<file path="config.mk">
export PLATFORM = sky130hd
export DESIGN_NAME = load_data_assembler
export DESIGN_NICKNAME = d
export VERILOG_FILES = /design/src/rtl/riscv_mem_pkg.sv /design/src/rtl/load_extend.sv /design/src/rtl/load_data_assembler.sv
export SDC_FILE = /design/constraint.sdc
export NUM_CORES = 1
export LEC_CHECK = 0
export CAP_MARGIN = 30
export CORE_UTILIZATION = 55
export CTS_CLUSTER_SIZE = 14
export DETAILED_ROUTE_END_ITERATION = 10
export PLACE_DENSITY = 0.9
export SLEW_MARGIN = 5
export SYNTH_ARGS = -nofsm -noshare
export SYNTH_HDL_FRONTEND = slang
export SYNTH_HIERARCHICAL = 1
export SYNTH_SLANG_ARGS = --single-unit
</file>
<file path="constraint.sdc">
create_clock -name clk -period 3.05 [get_ports clk]
set_input_delay 0.4575 -clock clk [delete_from_list [all_inputs] [get_ports clk]]
set_output_delay 0.4575 -clock clk [all_outputs]
set_load 0.03 [all_outputs]
</file>
<file path="src/rtl/riscv_mem_pkg.sv">
// riscv_mem_pkg: load funct3 codes, assembler FSM encoding and lane-select constants
package riscv_mem_pkg;
   localparam logic [2:0] F3_LB  = 3'b000;
   localparam logic [2:0] F3_LH  = 3'b001;
   localparam logic [2:0] F3_LW  = 3'b010;
   localparam logic [2:0] F3_LBU = 3'b100;
   localparam logic [2:0] F3_LHU = 3'b101;
   localparam int HALF_SEL_BIT = 1;
   localparam logic [2:0] BYTE_LANE_LSBS = 3'b000;
   typedef enum logic [1:0] {S_IDLE, S_WAIT_HI, S_WAIT_LO, S_DONE} state_t;
   function automatic logic f3_legal(input logic [2:0] f3);
      return f3 inside {F3_LB, F3_LH, F3_LW, F3_LBU, F3_LHU};
   endfunction
endpackage

</file>
<file path="src/rtl/load_extend.sv">
// load_extend: selects the byte/halfword/word of a load and sign- or zero-extends it
module load_extend
   import riscv_mem_pkg::*;
(
   input  logic [31:0] word,
   input  logic [2:0]  funct3,
   input  logic [1:0]  byte_off,
   output logic [31:0] rdata
);
   logic [7:0]  b;
   logic [15:0] h;
   assign b = word[{byte_off, BYTE_LANE_LSBS} +: 8];
   assign h = byte_off[HALF_SEL_BIT] ? word[31:16] : word[15:0];
   // extension by load type; illegal codes return zero
   always_comb begin
      rdata = funct3 == F3_LB  ? {{24{b[7]}}, b}  :
              funct3 == F3_LBU ? {24'd0, b}       :
              funct3 == F3_LH  ? {{16{h[15]}}, h} :
              funct3 == F3_LHU ? {16'd0, h}       :
              funct3 == F3_LW  ? word             : 32'd0;
   end
endmodule

</file>
<file path="src/rtl/load_data_assembler.sv">
// load_data_assembler: assembles two RAM halfwords into an extended load result (MISALIGN_TRAP_EN traps misaligned LH/LHU/LW)
module load_data_assembler
   import riscv_mem_pkg::*;
#(
   parameter int TIMEOUT_CYCLES = 255
) (
   input  logic        clk,
   input  logic        rst_n,
   input  logic        start,
   input  logic [2:0]  funct3,
   input  logic [1:0]  byte_off,
   input  logic [15:0] ram_data,
   input  logic        ram_valid,
   output logic        busy,
   output logic        done,
   output logic [31:0] rdata,
   output logic        err
);
   state_t      state;
   logic [2:0]  f3_q;
   logic [1:0]  off_q;
   logic [15:0] word_hi;
   logic [7:0]  cnt;
   logic [31:0] ext;
   logic        trap;
   logic        tmo;
   load_extend u_ext (
      .word     ({word_hi, ram_data}),
      .funct3   (f3_q),
      .byte_off (off_q),
      .rdata    (ext)
   );
   assign tmo = !ram_valid && cnt == 8'(TIMEOUT_CYCLES - 1);
`ifdef MISALIGN_TRAP_EN
   assign trap = !f3_legal(funct3) ||
                 ((funct3 == F3_LH || funct3 == F3_LHU) && byte_off[0]) ||
                 (funct3 == F3_LW && byte_off != 2'd0);
`else
   assign trap = !f3_legal(funct3);
`endif
   // load sequencing: capture halves, watch the timeout, register the result and pulses
   always_ff @(posedge clk) begin
      if (!rst_n) begin
         state   <= S_IDLE;
         busy    <= 1'b0;
         done    <= 1'b0;
         err     <= 1'b0;
         rdata   <= 32'd0;
         word_hi <= 16'd0;
         cnt     <= 8'd0;
         f3_q    <= 3'd0;
         off_q   <= 2'd0;
      end else begin
         done <= 1'b0;
         err  <= 1'b0;
         cnt  <= 8'd0;
         case (state)
            S_IDLE: if (start) begin
               f3_q  <= funct3;
               off_q <= byte_off;
               if (trap) begin
                  state <= S_DONE;
                  done  <= 1'b1;
                  err   <= 1'b1;
                  rdata <= 32'd0;
               end else begin
                  state <= S_WAIT_HI;
                  busy  <= 1'b1;
               end
            end
            S_WAIT_HI: if (ram_valid) begin
               word_hi <= ram_data;
               state   <= S_WAIT_LO;
            end else if (tmo) begin
               state <= S_DONE;
               busy  <= 1'b0;
               done  <= 1'b1;
               err   <= 1'b1;
               rdata <= 32'd0;
            end else cnt <= cnt + 8'd1;
            S_WAIT_LO: if (ram_valid) begin
               state <= S_DONE;
               busy  <= 1'b0;
               done  <= 1'b1;
               rdata <= ext;
            end else if (tmo) begin
               state <= S_DONE;
               busy  <= 1'b0;
               done  <= 1'b1;
               err   <= 1'b1;
               rdata <= 32'd0;
            end else cnt <= cnt + 8'd1;
            default: state <= S_IDLE;
         endcase
      end
   end
endmodule

</file>
# Yosys cells after proc, flatten, opt, wreduce, memory -nomap -nowiden
# Index checks and enable logic that the tools add are counted.
dict set report classes {
  n_shift 1
  bitwise_logic 2
  n_addsub 1
  n_reduce_logical 13
  order_cmp 0
  multipliers 0
  eq_ne 15
  n_div 0
  mux 31
}
# operator count
set op_table {}
lappend op_table {{$mux W32} 10}
lappend op_table {{$pmux W32 S3} 1}
lappend op_table {{$shiftx A32 B6 Y8} 1}
lappend op_table {{$mux W16} 1}
lappend op_table {{$eq A3 B3 Y1 const B} 4}
lappend op_table {{$mux W1} 10}
lappend op_table {{$mux W2} 5}
lappend op_table {{$add A8 B1 Y8 const B} 1}
lappend op_table {{$eq A8 B8 Y1 const B} 1}
lappend op_table {{$ne A2 B2 Y1 const B} 4}
lappend op_table {{$reduce_and A4 Y1} 2}
lappend op_table {{$eq A3 B1 Y1 const B} 2}
lappend op_table {{$eq A3 B2 Y1 const B} 2}
lappend op_table {{$logic_not A3 Y1} 2}
lappend op_table {{$pmux W1 S3} 2}
lappend op_table {{$pmux W2 S3} 1}
lappend op_table {{$reduce_bool A5 Y1} 1}
lappend op_table {{$reduce_and A2 Y1} 2}
lappend op_table {{$reduce_or A4 Y1} 1}
lappend op_table {{$reduce_bool A3 Y1} 1}
lappend op_table {{$eq A2 B1 Y1 const B} 1}
lappend op_table {{$eq A2 B2 Y1 const B} 1}
lappend op_table {{$logic_not A2 Y1} 1}
lappend op_table {{$not A1 Y1} 2}
lappend op_table {{4 further kinds} 4}
dict set report totals {
  in_bits 25
  output_inout_bits 35
  romBits 0
  latch_bits 0
  n_memories 0
  regBits 66
  mem_bits_rw 0
}

# Longest topological paths before layout
# Gate-level depths: netlist of the first run.
dict set report logic_depth {
  ltp_word 8
  depth_mapped 8
}

# By module
# Netlist of the first run, hierarchy kept.
# module n_inst seq_area_each_um2 cells_per_inst area_each_um2
set modules_own_cells {}
lappend modules_own_cells {load_data_assembler 1 1321.3 316 2852.7}
lappend modules_own_cells {load_extend 1 0.0 101 792.0}

# Worst setup path before layout of the first run
# Ideal clock, no wire load.
dict set report synth_path {
  path_kind {reg2reg}
  from {reg state[1]}
  to {reg rdata[0]}
  n_path_buf 2
  setup_time_ps 121
  path_stages_with_launch 9
  required_time_ps 2929
  arrival_ps 1818
  setup_slack_ps 1111
  path_cell_list {dfxtp_1 > inv_1 > ha_1 > buf_6 > nor2b_1 > a2111oi_4 > o21a_2 > buf_6 > o22ai_2}
}
dict set report synth_via {
  elab_chain_cells 3
  word_cells_on_any_way 9
  classes_between {5 x eq/ne; 1 x mux; 3 x reduce/logical}
}
# element line_no
set synth_lines {}
lappend synth_lines {{from (decl)} load_data_assembler.sv:19} ;# state_t state;
lappend synth_lines {{from (signal assigned)} load_data_assembler.sv:44} ;# state <= S_IDLE;
lappend synth_lines {{from (signal assigned)} load_data_assembler.sv:62} ;# state <= S_DONE;
lappend synth_lines {{from (signal assigned)} load_data_assembler.sv:67} ;# state <= S_WAIT_HI;
lappend synth_lines {{$eq A2 B1 Y1, or another cell as far along} load_data_assembler.sv:57} ;# case (state)
lappend synth_lines {{$ne A2 B2 Y1 (no source line) or $reduce_bool A3 Y1 (tied branches)} --}
lappend synth_lines {{$reduce_and A4 Y1 (no source line)} --}
lappend synth_lines {{to (signal assigned)} load_data_assembler.sv:85} ;# rdata <= ext;
lappend synth_lines {{to (decl)} load_data_assembler.sv:16} ;# output logic [31:0] rdata,
# Several ways; a longest one is shown, not always the timed one.
# A chain may end at the register's enable or synchronous reset.

# Worst setup path after layout of the first run
dict set report layout_path {
  from {reg state[1]}
  to {reg rdata[30]}
}
# Same word-level chain as after synthesis.

==> metrics.yaml, run 1 <==
outcome: "complete, no violations"
n_antenna_cell: 0
cts_resized: 0
power_frac_seq_pct: 37.5
holdWs_ns: 0.4763
comb_power_share_pct: 30.1
syn_nets: 449
slew_headroom_pct: 27.48
die-area_sq_um: 6956
yosysTopAreaCell: "dfxtp_1"
cts_buffer_depth: 2
clkPwrFrac_pct: 32.5
r2r-start: "state[1]"
num-nets-final: 491
vias: 3266
rows: 29
synthAdderAreaFrac_pct: 2.403
grtUsageMet2_pct: 45.08
avgSynthCellArea_sq_um: 8.740
grt_pass1_vias: 3038
yosysUniqueCellTypes: 47
ant_nets: 0
grt_antenna_before_repair: 0
drtPass1Iterations: 5
finalWeightedCongestion: 0.9782
met1_usage_pct: 32.56
setup_viol: 0
tritoncts: "done"
cp-end-kind: "register"
hp-start: "word_hi[4]"
area_growth_pct: 20.19
fin_crit_ns: 2.260
fmaxAchievable_mhz: 442.4
fin_util_pct: 68.59
hold_path.class: "register to register"
die_width_um: 83.41
die_y_um: 83.41
grt_pass1_wl_um: 14740
final-hold-violation-count: 0
ys_async_sr_fraction_pct: 0
maxCapViolCount: 0
worstSetupPathType: "register to register"
ys_ff_latch: 66
drv_slew: 0
synth-simple-area-share_pct: 22.45
required_ns: 3.27
core-area_sq_um: 6386
drt_wl_total_um: 8965
clock_skew_ns: 0.01038
r2r_slack_ns: 0.79
tightest_slew_ns: 1.084
drt_iter0_drc: 437
finalSetupTns_ns: 0
io_buffers: 59
synthCells: 417
grt.busiest_layer: "met2"
switching_share_pct: 33.86
clock-sinks: 66
hold_depth: 2
synth_xor_area_share_pct: 1.442
ys.flop_type: "dfxtp_1"
cp.arrival_ns: 2.48
ys_warn_count: 6
startpoint_type: "register"
htreeDepth: 3
grt_setup_unrepaired: "no"
clkLatencyLatePin_ns: 0.35
worstRegToRegCells: 7
drive_gt1_share_pct: 16.38
dpl.hpwl_um: 6115
cts.clk_slew.worst_paths_ns: 0.07
synth-edff-count: 0
ir_worst_vdd_uv: 435.6
syn_area_sq_um: 3645
ctsHoldBuffers: 0
synth_top_area_share_pct: 36.25
crit_fanout: 32
hold_end: "word_hi[4]"
power.internal_w: 0.001702
groute.usage.overall_pct: 26.87
power.leakage_nw: 1.469
routedWlPerCell_um: 16.57
seq_area_frac_synth_pct: 36.25
gr-usage-met3_pct: 5.765
io_pins: 60
start_util_pct: 57.07
synth_area_leaders: "dfxtp_1 36%, nand2_1 11%, o22ai_2 10%"
rr_endpoint: "rdata[30]"
power.density_nw_per_um2: 587.5
via_per_inst: 6.037
drcViolationCount: 0
synth-compound-area-share_pct: 26.60
period_share_pct: 74.11
synth_top_family_by_area: "compound AO/OA/AOI/OAI gates"
overflow: 0
root_buffer: "clkbuf_8"
cts_setup_buffers: 0
grt_max_degree: 69
p_sw_w: 0.0008714
synth_mux_area_share_pct: 3.879
cts_buffers: 9
## cell usage after synthesis, drive strengths merged (2+ instances only)
| cell | instances |
|---|---|
| o32ai | 2 |
| o211ai | 18 |
| or2 | 3 |
| nor2 | 14 |
| nand2b | 2 |
| nor2b | 13 |
| dfxtp | 66 |
| nand2 | 107 |
| a21oi | 25 |
| a221o | 7 |
| xor2 | 2 |
| a22oi | 8 |
| buf | 19 |
| o22ai | 34 |
| nor3b | 3 |
| clkbuf | 15 |
| xnor2 | 4 |
| inv | 6 |
| ha | 7 |
| o21ai | 10 |
| nand3 | 26 |
| or4 | 2 |
| mux2 | 9 |
| nand4 | 2 |
## how the worst max path moves through the flow
stage / from / to / slack (ns)
finish: state[1] / rdata[30] / 0.79
global route: f3_q[1] / rdata[11] / 0.64
CTS: state[1] / rdata[16] / 0.80
detailed placement: start / rdata[30] / 0.71
global placement: start / rdata[24] / 0.75
floorplan: state[1] / rdata[0] / 1.11
## area by class of cell
| class | instances | area (sq um) |
|---|---|---|
| Fill cell | 487 | 2006 |
| Tap cell | 77 | 96.34 |
| Inverter | 6 | 22.52 |
| Multi-Input combinational cell | 311 | 2069 |
| Clock buffer | 10 | 137.6 |
| Sequential cell | 66 | 1321 |
| Timing Repair Buffer | 65 | 643.1 |
| Clock inverter | 6 | 90.09 |
## placed cells by master, fill, tap and decap left out, types with 2 or more instances in the layout
cell type        synthesis  layout
nand2_1                107     107
dfxtp_1                 66      66
clkdlybuf4s50_1          0      58
o22ai_2                 30      30
nand3_1                 26      26
a21oi_1                 25      25
o211ai_1                18      18
nor2_1                  14      14
nor2b_1                 13      13
clkbuf_8                 0      10
o21ai_0                  9       9
mux2_4                   8       8
ha_1                     7       7
a22oi_1                  7       7
a221o_1                  7       7
inv_1                    6       6
buf_4                    2       5
xnor2_1                  4       4
o22ai_1                  4       4
or4_1                    2       2
xor2_1                   2       2
or2_2                    2       2
nand2b_1                 2       2
clkinv_4                 0       2
bufinv_16                0       2
nor3b_2                  2       2
## registers in the layout (all words and copies together), names as in the netlist
| signal | count |
|---|---|
| off_q | 2 |
| state | 2 |
| cnt | 8 |
| f3_q | 3 |
| word_hi | 16 |
| done | 1 |
| busy | 1 |
| err | 1 |
| rdata | 32 |
## routing by layer
layer | vias up | part of all wire, % | wire length [um]
met5 | - | 0 | 0
met4 | 0 | 3.1 | 282
met3 | 30 | 6.3 | 563
met2 | 158 | 50 | 4446
met1 | 1516 | 41 | 3673
li1 | 1562 | - | -
## worst max-delay path: stages (launching register included)
cell and delay [ns]:
dfxtp_1 0.37, inv_1 0.10, ha_1 0.37, nor2b_1 0.45
a2111oi_4 0.12, nand4_4 0.12, buf_4 0.42, o22ai_2 0.16
## logic make-up (layout without fill, tap and decap cells)
logic type                 after synthesis  in the layout
xor gates and xnor gates                 6              6
DFF                                     66             66
muxes                                   10             10
adders and majority gates                7              7
buffers and inverters                   40             87
and+or+nand+nor                        176            176
AOI/OAI and AO/OA                      112            112
## metrics by stage
| step | worst slack, ns | total power, W | cell area (sq um) | instances |
|---|---|---|---|---|
| after floorplan | 1.111 | 0.001607 | 3645 | 417 |
| after global placement | 0.7504 | 0.001725 | 4153 | 525 |
| after detailed placement | 0.7061 | 0.001742 | 4153 | 525 |
| after CTS | 0.7968 | 0.002571 | 4380 | 541 |
| after global routing | 0.6354 | 0.002697 | 4380 | 541 |
| final | 0.7896 | 0.002574 | 4380 | 541 |
## power by group through the flow
stage / Clock, W / Sequential (W) / Combinational, W
after global placement: 0 / 0.000977 / 0.000748
after floorplan: 0 / 0.000983 / 0.000624
after detailed placement: 0 / 0.000982 / 0.000760
after CTS: 0.000843 / 0.000962 / 0.000765
final: 0.000835 / 0.000964 / 0.000774
after global routing: 0.000889 / 0.000970 / 0.000839
(Power assumes the default switching activity.)
==> run 2, diff against run 1 <==
--- a/config.mk
+++ b/config.mk
@@ -6,10 +6,10 @@
 export NUM_CORES = 1
 export LEC_CHECK = 0
 export CAP_MARGIN = 30
-export CORE_UTILIZATION = 55
+export CORE_UTILIZATION = 48
 export CTS_CLUSTER_SIZE = 14
 export DETAILED_ROUTE_END_ITERATION = 10
-export PLACE_DENSITY = 0.9
+export PLACE_DENSITY = 0.84
 export SLEW_MARGIN = 5
 export SYNTH_ARGS = -nofsm -noshare
 export SYNTH_HDL_FRONTEND = slang
==> constraint.sdc (replaced) <==
create_clock -name clk -period 2 [get_ports clk]
set_input_delay 0.3 -clock clk [delete_from_list [all_inputs] [get_ports clk]]
set_output_delay 0.3 -clock clk [all_outputs]
set_load 0.03 [all_outputs]
==> run 2 against run 1 <==
Compared with the run above:
- first-iteration DRC count is 36% lower
- core utilization is 5.4 points lower
- global-route usage is 2.1 points lower
- routed wire length is 7.5% higher
- critical path type unchanged
- highest routed layer unchanged
==> metrics.yaml, run 2 (synthesis results as in run 1) <==
regMostFlops: "rdata"
drt_iter0_drc: 278
slew_headroom_pct: 59.45
cts_buffers: 9
ir_worst_vdd_uv: 604.4
grt_pass1_vias: 3016
required_ns: 2.28
place_inst: 562
root_buffer: "clkbuf_8"
io_pins: 60
grt_antenna_before_repair: 0
drtPass1Iterations: 5
worst_slack_ns: 0.04751
worstSetupPathType: "register to register"
htreeDepth: 3
die_y_um: 89.14
drive_gt1_share_pct: 20.54
cp-startpoint: "state[0]"
clock_skew_ns: 0.007093
vias: 3317
ant_nets: 0
clkPwrFrac_pct: 26.9
ctsHoldBuffers: 0
finalWeightedCongestion: 0.9683
cp.arrival_ns: 2.23
n_antenna_cell: 0
drv_slew: 0
startpoint_type: "register"
clkLatencyLatePin_ns: 0.35
fin_crit_ns: 1.952
rr_endpoint: "rdata[22]"
cts.clk_slew.worst_paths_ns: 0.07
dp_slack_ns: -0.09897
clock-sinks: 66
final-hold-violation-count: 0
r2r_slack_ns: 0.05
area_growth_pct: 26.33
num-nets-final: 511
rows: 31
via_per_inst: 5.709
die-area_sq_um: 7946
cts_buffer_depth: 2
core-area_sq_um: 7292
maxCapViolCount: 0
worstRegToRegCells: 8
register_area_sq_um: 1326
endpoint: "rdata[22]"
largest_reg_flops: 32
period_share_pct: 97.62
p_total_w: 0.003857
die_width_um: 89.14
tightest_slew_ns: 0.6068
final_cells: 581
hold_path.class: "register to register"
comb_power_share_pct: 35.2
grt_pass1_wl_um: 14760
layout_commonest_cell: "nand2_1"
power.internal_w: 0.002514
final_cell_mix: "107 x nand2_1, 64 x dfxtp_1, 58 x clkdlybuf4s50_1"
multi_input_area_sq_um: 2081
drt_wl_total_um: 9640
overflow: 0
drcViolationCount: 0
power.density_nw_per_um2: 837.6
p_sw_w: 0.001343
switching_share_pct: 34.82
setup_viol: 0
tritoncts: "done"
crit_fanout: 9
cp-end-kind: "register"
routedWlPerCell_um: 16.59
start_util_pct: 49.98
largestRegisters: "rdata (32), word_hi (16), cnt (8)"
power_frac_seq_pct: 37.9
fillCellCount: 614
fmaxAchievable_mhz: 512.2
groute.usage.overall_pct: 24.76
power.leakage_nw: 1.585
outcome: "complete, no violations"
dpl.hpwl_um: 6420
r2r-start: "state[0]"
grt_max_degree: 69
io_buffers: 59
run 2: changes by cell type in the layout (fill, tap and decap cells not counted):
| cell | before | now |
|---|---|---|
| buf_4 | 5 | 18 |
| buf_12 | 1 | 4 |
| buf_6 | 0 | 2 |
| bufinv_16 | 2 | 0 |
| clkbuf_16 | 0 | 2 |
| clkbuf_8 | 10 | 12 |
| clkinv_4 | 2 | 0 |
| dfxtp_1 | 66 | 64 |
| ha_1 | 7 | 5 |
| ha_2 | 0 | 2 |
| dfxtp_2 | 0 | 1 |
| dfxtp_4 | 0 | 1 |
| o22ai_1 | 4 | 3 |
| o22ai_2 | 30 | 31 |
run 2: worst min path at each step:
stage / depth (start not counted) / endpoint / startpoint / slack (ns)
6_report: 1 / cnt[0] / cnt[0] / 0.47
5_1_grt: 1 / cnt[0] / cnt[0] / 0.49
4_1_cts: 1 / cnt[0] / cnt[0] / 0.47
3_3_place_gp: 1 / cnt[0] / cnt[0] / 0.45
2_1_floorplan: 1 / cnt[0] / cnt[0] / 0.43
3_5_place_dp: 1 / cnt[0] / cnt[0] / 0.45
run 2: metrics by stage:
| stage | hold WS (ns) | cell area, sq um | setup TNS [ns] | utilization, % |
|---|---|---|---|---|
| floorplan | 0.4297 | 3645 | 0 | - |
| global placement | 0.4466 | 4330 | -1.732 | 59.39 |
| detailed placement | 0.4540 | 4330 | -2.485 | 59.39 |
| CTS | 0.4691 | 4508 | 0 | 61.82 |
| global route | 0.4884 | 4604 | -0.1061 | 63.14 |
| finish | 0.4681 | 4604 | 0 | 63.14 |
run 2: worst max-delay path, cell delays in order, from the launching register on:
cell       delay [ns]
dfxtp_4          0.38
inv_1            0.07
ha_2             0.19
buf_6            0.13
a2111oi_4        0.36
buf_4            0.18
nand4_4          0.17
clkbuf_16        0.24
o22ai_2          0.16
run 2: power by group through the flow:
| stage | Combinational [W] | Clock (W) | Sequential [W] |
|---|---|---|---|
| 4_1_cts | 0.00129 | 0.00105 | 0.00146 |
| 5_1_grt | 0.00146 | 0.00110 | 0.00147 |
| 2_1_floorplan | 0.000951 | 0 | 0.00150 |
| 3_3_place_gp | 0.00124 | 0 | 0.00148 |
| 3_5_place_dp | 0.00127 | 0 | 0.00148 |
| 6_report | 0.00136 | 0.00104 | 0.00146 |
run 2: layout make-up:
cell class / instances / share of cell area (%)
multi-input cells: 311 / 45.19
clock inverters: 2 / 0.2717
flip-flops and latches: 66 / 28.80
clock buffers: 12 / 3.587
repair buffers: 85 / 18.97
well taps: 99 / 2.690
inverters: 6 / 0.4891
run 2: what timing repair did:
| item | CTS | global route |
|---|---|---|
| gates cloned | 0 | 3 |
| pin swaps | 1 | 2 |
| endpoints found under the setup margin | 5 | 33 |
| resized for setup | 0 | 7 |
| setup buffers | 0 | 2 |
| endpoints found under the hold margin | 0 | 0 |
run 2: per-layer routing:
metal / track usage [%] / up-vias / wire [um] / part of all wire [%]
met5: 0 / - / 0 / 0
met4: 10.82 / 0 / 316 / 3.3
met3: 5.910 / 31 / 520 / 5.4
met2: 43.44 / 144 / 4874 / 51
met1: 28.73 / 1545 / 3928 / 41
li1: - / 1597 / - / -
